File: config.mk
export PLATFORM = sky130hd
export DESIGN_NAME = icache_dm
export DESIGN_NICKNAME = d
export VERILOG_FILES = /design/src/rtl/icache_pkg.sv /design/src/rtl/icache_line_store.sv /design/src/rtl/icache_dm.sv
export SDC_FILE = /design/constraint.sdc
export NUM_CORES = 1
export LEC_CHECK = 0
export CAP_MARGIN = 40
export CELL_PAD_IN_SITES_DETAIL_PLACEMENT = 1
export CELL_PAD_IN_SITES_GLOBAL_PLACEMENT = 1
export CORE_ASPECT_RATIO = 0.75
export CORE_MARGIN = 3
export CORE_UTILIZATION = 44
export CTS_CLUSTER_DIAMETER = 30
export DETAILED_ROUTE_END_ITERATION = 7
export DONT_BUFFER_PORTS = 1
export PLACE_DENSITY_LB_ADDON = 0.3
export SLEW_MARGIN = 20
export SYNTH_ARGS = -nofsm -noshare
export SYNTH_HDL_FRONTEND = slang
export SYNTH_SLANG_ARGS = --single-unit
File: constraint.sdc
create_clock -name clk -period 5.5 [get_ports clk]
set_clock_uncertainty 0.15 [all_clocks]
set_input_delay 0.55 -clock clk [delete_from_list [all_inputs] [get_ports clk]]
set_output_delay 0.55 -clock clk [all_outputs]
set_load 0.05 [all_outputs]
File: src/rtl/icache_pkg.sv
// ------------------------------------------------------------------
// icache_pkg : shared state encoding and address-field widths for icache_dm
// Rev 1.0
// ------------------------------------------------------------------
`default_nettype none

package icache_pkg;

  typedef enum logic [0:0] {
    ST_IDLE = 1'b0,
    ST_FILL = 1'b1
  } state_t;

  function automatic int off_w(input int words);
    return $clog2(words);
  endfunction

  function automatic int idx_w(input int lines);
    return $clog2(lines);
  endfunction

  // 32-bit byte address minus the 2-bit byte offset, word offset and index
  function automatic int tag_w(input int lines, input int words);
    return 30 - off_w(words) - idx_w(lines);
  endfunction

endpackage

`default_nettype wire

File: src/rtl/icache_line_store.sv
// ------------------------------------------------------------------
// icache_line_store : valid/tag/data arrays with combinational read port
// Rev 1.0
// ------------------------------------------------------------------
`default_nettype none

module icache_line_store
  import icache_pkg::*;
#(
  parameter  int LINES = 8,
  parameter  int WORDS = 4,
  localparam int OFF_W = off_w(WORDS),
  localparam int IDX_W = idx_w(LINES),
  localparam int TAG_W = tag_w(LINES, WORDS)
) (
  input  logic             clk,
  input  logic             rst,
  input  logic [IDX_W-1:0] i_rd_idx,
  input  logic [OFF_W-1:0] i_rd_word,
  output logic             o_rd_valid,
  output logic [TAG_W-1:0] o_rd_tag,
  output logic [31:0]      o_rd_data,
  input  logic             i_wr_en,
  input  logic [IDX_W-1:0] i_wr_idx,
  input  logic [OFF_W-1:0] i_wr_word,
  input  logic [31:0]      i_wr_data,
  input  logic             i_tag_we,
  input  logic [TAG_W-1:0] i_tag_data,
  input  logic             i_flush
);

  logic [LINES-1:0] r_valid;
  logic [TAG_W-1:0] r_tag  [LINES];
  logic [31:0]      r_data [LINES][WORDS];

  assign o_rd_valid = r_valid[i_rd_idx];
  assign o_rd_tag   = r_tag[i_rd_idx];
  assign o_rd_data  = r_data[i_rd_idx][i_rd_word];

  // Flush takes priority so a line completing in the flush cycle stays invalid
  always_ff @(posedge clk or posedge rst) begin
    if (rst) begin
      r_valid <= '0;
    end else if (i_flush) begin
      r_valid <= '0;
    end else if (i_tag_we) begin
      r_valid[i_wr_idx] <= 1'b1;
    end
  end

  always_ff @(posedge clk) begin
    if (i_wr_en) begin
      r_data[i_wr_idx][i_wr_word] <= i_wr_data;
    end
    if (i_tag_we) begin
      r_tag[i_wr_idx] <= i_tag_data;
    end
  end

endmodule

`default_nettype wire

File: src/rtl/icache_dm.sv
// ------------------------------------------------------------------
// icache_dm : direct-mapped read-only instruction cache with line refill
// Rev 1.0
// ------------------------------------------------------------------
`default_nettype none

module icache_dm
  import icache_pkg::*;
#(
  parameter int LINES = 8,
  parameter int WORDS = 4,
  parameter int CNT_W = 32
) (
  input  logic             clk,
  input  logic             rst,
  input  logic [31:0]      pc,
  input  logic             rd_req,
  input  logic             flush,
  output logic [31:0]      instr,
  output logic             hit,
  output logic             stall,
  output logic             mem_req,
  output logic [31:0]      mem_addr,
  input  logic [31:0]      mem_rdata,
  input  logic             mem_ready,
  output logic [CNT_W-1:0] hit_count,
  output logic [CNT_W-1:0] miss_count
);

  localparam int OFF_W = off_w(WORDS);
  localparam int IDX_W = idx_w(LINES);
  localparam int TAG_W = tag_w(LINES, WORDS);

  localparam logic [OFF_W-1:0] C_LAST_WORD = OFF_W'(WORDS - 1);
  localparam logic [OFF_W-1:0] C_WORD_ONE  = OFF_W'(1);
  localparam logic [CNT_W-1:0] C_CNT_ONE   = CNT_W'(1);

  state_t           r_state;
  logic [TAG_W-1:0] r_tag;
  logic [IDX_W-1:0] r_idx;
  logic [OFF_W-1:0] r_cnt;
  logic [CNT_W-1:0] r_hit_count;
  logic [CNT_W-1:0] r_miss_count;

  logic [OFF_W-1:0] w_pc_word;
  logic [IDX_W-1:0] w_pc_idx;
  logic [TAG_W-1:0] w_pc_tag;
  logic             w_rd_valid;
  logic [TAG_W-1:0] w_rd_tag;
  logic [31:0]      w_rd_data;
  logic             w_idle;
  logic             w_hit;
  logic             w_fill_ready;
  logic             w_fill_last;
  logic             w_unused;

  assign w_pc_word = pc[OFF_W+1:2];
  assign w_pc_idx  = pc[OFF_W+IDX_W+1:OFF_W+2];
  assign w_pc_tag  = pc[31:OFF_W+IDX_W+2];
  assign w_unused  = ^pc[1:0];

  assign w_idle       = (r_state == ST_IDLE);
  assign w_hit        = w_idle & rd_req & w_rd_valid & (w_rd_tag == w_pc_tag);
  assign w_fill_ready = ~w_idle & mem_ready & ~flush;
  assign w_fill_last  = w_fill_ready & (r_cnt == C_LAST_WORD);

  assign hit        = w_hit;
  assign instr      = w_hit ? w_rd_data : 32'd0;
  assign stall      = w_idle ? (rd_req & ~w_hit) : 1'b1;
  assign mem_req    = ~w_idle;
  assign mem_addr   = w_idle ? 32'd0 : {r_tag, r_idx, r_cnt, 2'b00};
  assign hit_count  = r_hit_count;
  assign miss_count = r_miss_count;

  icache_line_store #(
    .LINES (LINES),
    .WORDS (WORDS)
  ) u_store (
    .clk        (clk),
    .rst        (rst),
    .i_rd_idx   (w_pc_idx),
    .i_rd_word  (w_pc_word),
    .o_rd_valid (w_rd_valid),
    .o_rd_tag   (w_rd_tag),
    .o_rd_data  (w_rd_data),
    .i_wr_en    (w_fill_ready),
    .i_wr_idx   (r_idx),
    .i_wr_word  (r_cnt),
    .i_wr_data  (mem_rdata),
    .i_tag_we   (w_fill_last),
    .i_tag_data (r_tag),
    .i_flush    (flush)
  );

  // Valid bits are cleared inside the line store; flush here only aborts a fill
  always_ff @(posedge clk or posedge rst) begin
    if (rst) begin
      r_state      <= ST_IDLE;
      r_tag        <= '0;
      r_idx        <= '0;
      r_cnt        <= '0;
      r_hit_count  <= '0;
      r_miss_count <= '0;
    end else begin
      case (r_state)
        ST_IDLE: begin
          if (rd_req) begin
            if (w_hit) begin
              r_hit_count <= r_hit_count + C_CNT_ONE;
            end else begin
              r_tag        <= w_pc_tag;
              r_idx        <= w_pc_idx;
              r_cnt        <= '0;
              r_miss_count <= r_miss_count + C_CNT_ONE;
              r_state      <= ST_FILL;
            end
          end
        end
        ST_FILL: begin
          if (flush) begin
            r_state <= ST_IDLE;
          end else if (mem_ready) begin
            r_cnt <= r_cnt + C_WORD_ONE;
            if (r_cnt == C_LAST_WORD) begin
              r_state <= ST_IDLE;
            end
          end
        end
        default: r_state <= ST_IDLE;
      endcase
    end
  end

endmodule

`default_nettype wire

==> results.sh <==
export IMPL_endpoint="instr[0]"
export IMPL_numPortBuffers=0
export IMPL_crit_path_start_kind="input pin"
export IMPL_nNetsFinal=2678
export IMPL_r2r_end="r_tag[7]"
export IMPL_met3_length_mm=9.74
export IMPL_grt_max_degree=311
export IMPL_netSwitchingFraction=0.225
export IMPL_gr_usage_all_layers=0.217
export IMPL_area_delta_synth_final_pct=20.8
export IMPL_slew_headroom=-0.283
export IMPL_yosysTopAreaCell="edfxtp_1"
export IMPL_initial_core_util=0.445
export IMPL_core_area_um2=116000
export IMPL_criticalPathCategory="input pin to output port"
export IMPL_tightest_slew_ns=1.92
export IMPL_hp_class="input pin to flop"
export IMPL_hold_viol=0
export IMPL_chipHeight_um=303
export IMPL_cts_buffers=215
export IMPL_hpwl_mm=66.9
export IMPL_cts_sinks=1327
export IMPL_drive_gt1_frac=0.327
export IMPL_die_w_um=402
export IMPL_ios=200
export IMPL_antenna_found_initial=3
export IMPL_period_minus_slack_ns=5.44
export IMPL_insertion_delay_ns=0.79
export IMPL_syn_area_per_cell_um2=22.0
export IMPL_post_place_ws_ns=0.976
export IMPL_p_sw_mw=5.95
export IMPL_cts_buffer_depth=3
export IMPL_p_int_mw=20.5
export IMPL_crit_start="pc[4]"
export IMPL_reg2reg_depth=9
export IMPL_pwr_share_seq=0.435
export IMPL_place_gp_congestion=0.744
export IMPL_r2r_setup_slack_ns=1.36
export IMPL_synth_flop_cell="edfxtp_1"
export IMPL_drt_pass1_iterations=5
export IMPL_cts_tree="done"
export IMPL_grt_pass1_wl_mm=191
export IMPL_setup_violations=0
export IMPL_crit_path_max_fanout=293
export IMPL_finalMaxSlewViolations=216
export IMPL_worstPathRequired_ns=4.80
export IMPL_clkPwrFrac=0.523
export IMPL_async_flop_share=0.0776
export IMPL_leakage_nw=20.8
export IMPL_finalCritPeriodShare=0.990
export IMPL_routed_top_layer="met5"
export IMPL_vias_per_cell=5.80
export IMPL_drt_iter0_drc=2458
export IMPL_wl_mm=131
export IMPL_r2r_start="u_store.r_tag[7][7]"
export IMPL_ys_seq_area_frac=0.760
export IMPL_synth_seq_cells=1327
export IMPL_worstSetupEndpointType="output port"
export IMPL_wl_met2_mm=63.8
export IMPL_whs_ns=0.0871
export IMPL_synth_area_top_cells="edfxtp_1 71%, mux4_2 15%, dfrtp_1 5.0%"
export IMPL_synth_edff_count=1224
export IMPL_irDropWorstVdd_v=0.000412
export IMPL_drc_errors=0
export IMPL_status="finished, violations left"
export IMPL_tns_ns=0
export IMPL_dieArea_um2=122000
export IMPL_std_cell_rows=108
export IMPL_syn_area_um2=51700
export IMPL_yosysWarningCount=0
export IMPL_n_fill_cell=10000
export IMPL_crit_arrival_ns=4.74
export IMPL_p_per_area_nw_per_um2=424
export IMPL_post_drt_wl_per_cell_um=30.2
export IMPL_grt_pass1_vias=27100
export IMPL_ctsRootBufferMaster="clkbuf_16"
export IMPL_violations="max-slew violations"
export IMPL_fin_ws_ns=0.0564
export IMPL_met1Wirelength_mm=54.8
export IMPL_num_vias=25100
export IMPL_synthDistinctLibCells=54
export IMPL_p_comb_frac=0.042
export IMPL_overflow=0
export IMPL_ctsResizeCount=0
export IMPL_ant_nets=0
export IMPL_clkTransAtPathRegs_ns=0.05
export IMPL_synth_cells=2349
export IMPL_yosysTopAreaCellShare=0.710
export IMPL_htreeDepth=4
export IMPL_max_freq_ghz=0.184
export IMPL_maxCapViolations=0
export IMPL_rsz0062_at_grt="false"
[cell type report]
class,count,area [µm²],share of cell area
diodes,1,2.50,0.0000401
multi-input cells,891,12000,0.193
repair buffers,155,1550,0.0247
inverters,13,51.3,0.000821
clock inverters,169,2010,0.0321
flip-flops and latches,1327,39300,0.630
well taps,1540,1930,0.0308
clock buffers,240,5560,0.0889
[how the worst min path moves through the flow]
stage | from | endpoint | slack, ns | cells after the start
finish | mem_ready | r_cnt[0] | 0.09 | 2
CTS | pc[4] | r_idx[0] | 0.007 | 1
global placement | u_store.r_valid[2] | u_store.r_valid[2] | 0.32 | 2
detailed placement | u_store.r_valid[3] | u_store.r_valid[3] | 0.34 | 2
global route | mem_ready | r_cnt[0] | 0.09 | 2
floorplan | u_store.r_valid[2] | u_store.r_valid[2] | 0.31 | 2
[cell usage in the layout, fill, tap and decap left out, types with 40 or more instances in the layout]
cell type | synthesis | routed
xnor2_1 | 40 | 40
mux2i_1 | 84 | 84
edfxtp_1 | 1224 | 1224
buf_4 | 4 | 64
clkbuf_16 | 0 | 217
mux4_2 | 341 | 341
dlygate4sd3_1 | 0 | 41
nor2_1 | 99 | 67
dfrtp_1 | 103 | 102
[cell usage after synthesis (14+ instances only)]
cell	instances
and2_1	37
edfxtp_1	1224
a22oi_1	14
nand3_1	22
mux4_2	341
mux2i_1	84
mux2_2	34
buf_1	16
and3_1	15
buf_2	43
nand2_1	32
xor2_1	39
nand4_1	29
nor2_1	99
clkbuf_1	52
xnor2_1	40
dfrtp_1	103
[routing by layer]
metal  global-route usage  vias to the layer above
met5                    0                        -
met4               0.0609                        2
met3               0.0490                      194
met2                0.343                     1015
met1                0.305                    13500
li1                     -                    10400
[flip-flops by register name, summed over array words and instances, names as in the netlist]
| register | cells |
|---|---|
| r_idx | 3 |
| u_store.r_tag | 200 |
| miss_count | 32 |
| u_store.r_data | 1024 |
| u_store.r_valid | 8 |
| mem_req | 1 |
| hit_count | 32 |
| r_cnt | 2 |
| r_tag | 25 |
[power groups by stage]
stage	Clock [mW]	Sequential [mW]	Combinational (mW)
after floorplan	0	11.6	0.842
after global placement	0	11.7	0.895
after detailed placement	0	11.7	0.927
after CTS	14.1	11.5	1.09
after global routing	14.6	11.5	1.16
final	13.8	11.5	1.11
[what timing repair did]
action	CTS	global route
endpoints found under the hold margin	1106	0
buffers inserted	0	0
hold buffers	67	0
[kinds of logic (layout without fill, tap and decap cells)]
group | after synthesis | count (layout) | synth area share
and+or+nand+nor | 295 | 295 | 0.0299
DFF | 1327 | 1327 | 0.760
adders and majority gates | 6 | 6 | 0.00145
other | 1 | 3 | 0.0000725
buffers and inverters | 132 | 577 | 0.0116
AOI/OAI and AO/OA | 39 | 39 | 0.00568
xor gates and xnor gates | 79 | 79 | 0.0134
muxes | 470 | 470 | 0.178
[worst max-delay path, stage by stage]
cell and delay (ns):
mux4_2 1.09, mux2i_1 0.38, nor2_1 0.11, o211a_1 0.16, nand4_1 0.50, buf_4 0.63
nor2_1 0.16, buf_4 0.23
[metrics by stage]
stage / utilization / area, µm² / total power, mW / std cells
2_1_floorplan: - / 51700 / 12.5 / 2350
3_3_place_gp: 0.466 / 54100 / 12.6 / 3848
3_5_place_dp: 0.466 / 54200 / 12.6 / 3851
4_1_cts: 0.537 / 62500 / 26.7 / 4327
5_1_grt: 0.538 / 62500 / 27.3 / 4335
6_report: 0.538 / 62500 / 26.5 / 4336
Power figures use the tool's default switching activity.
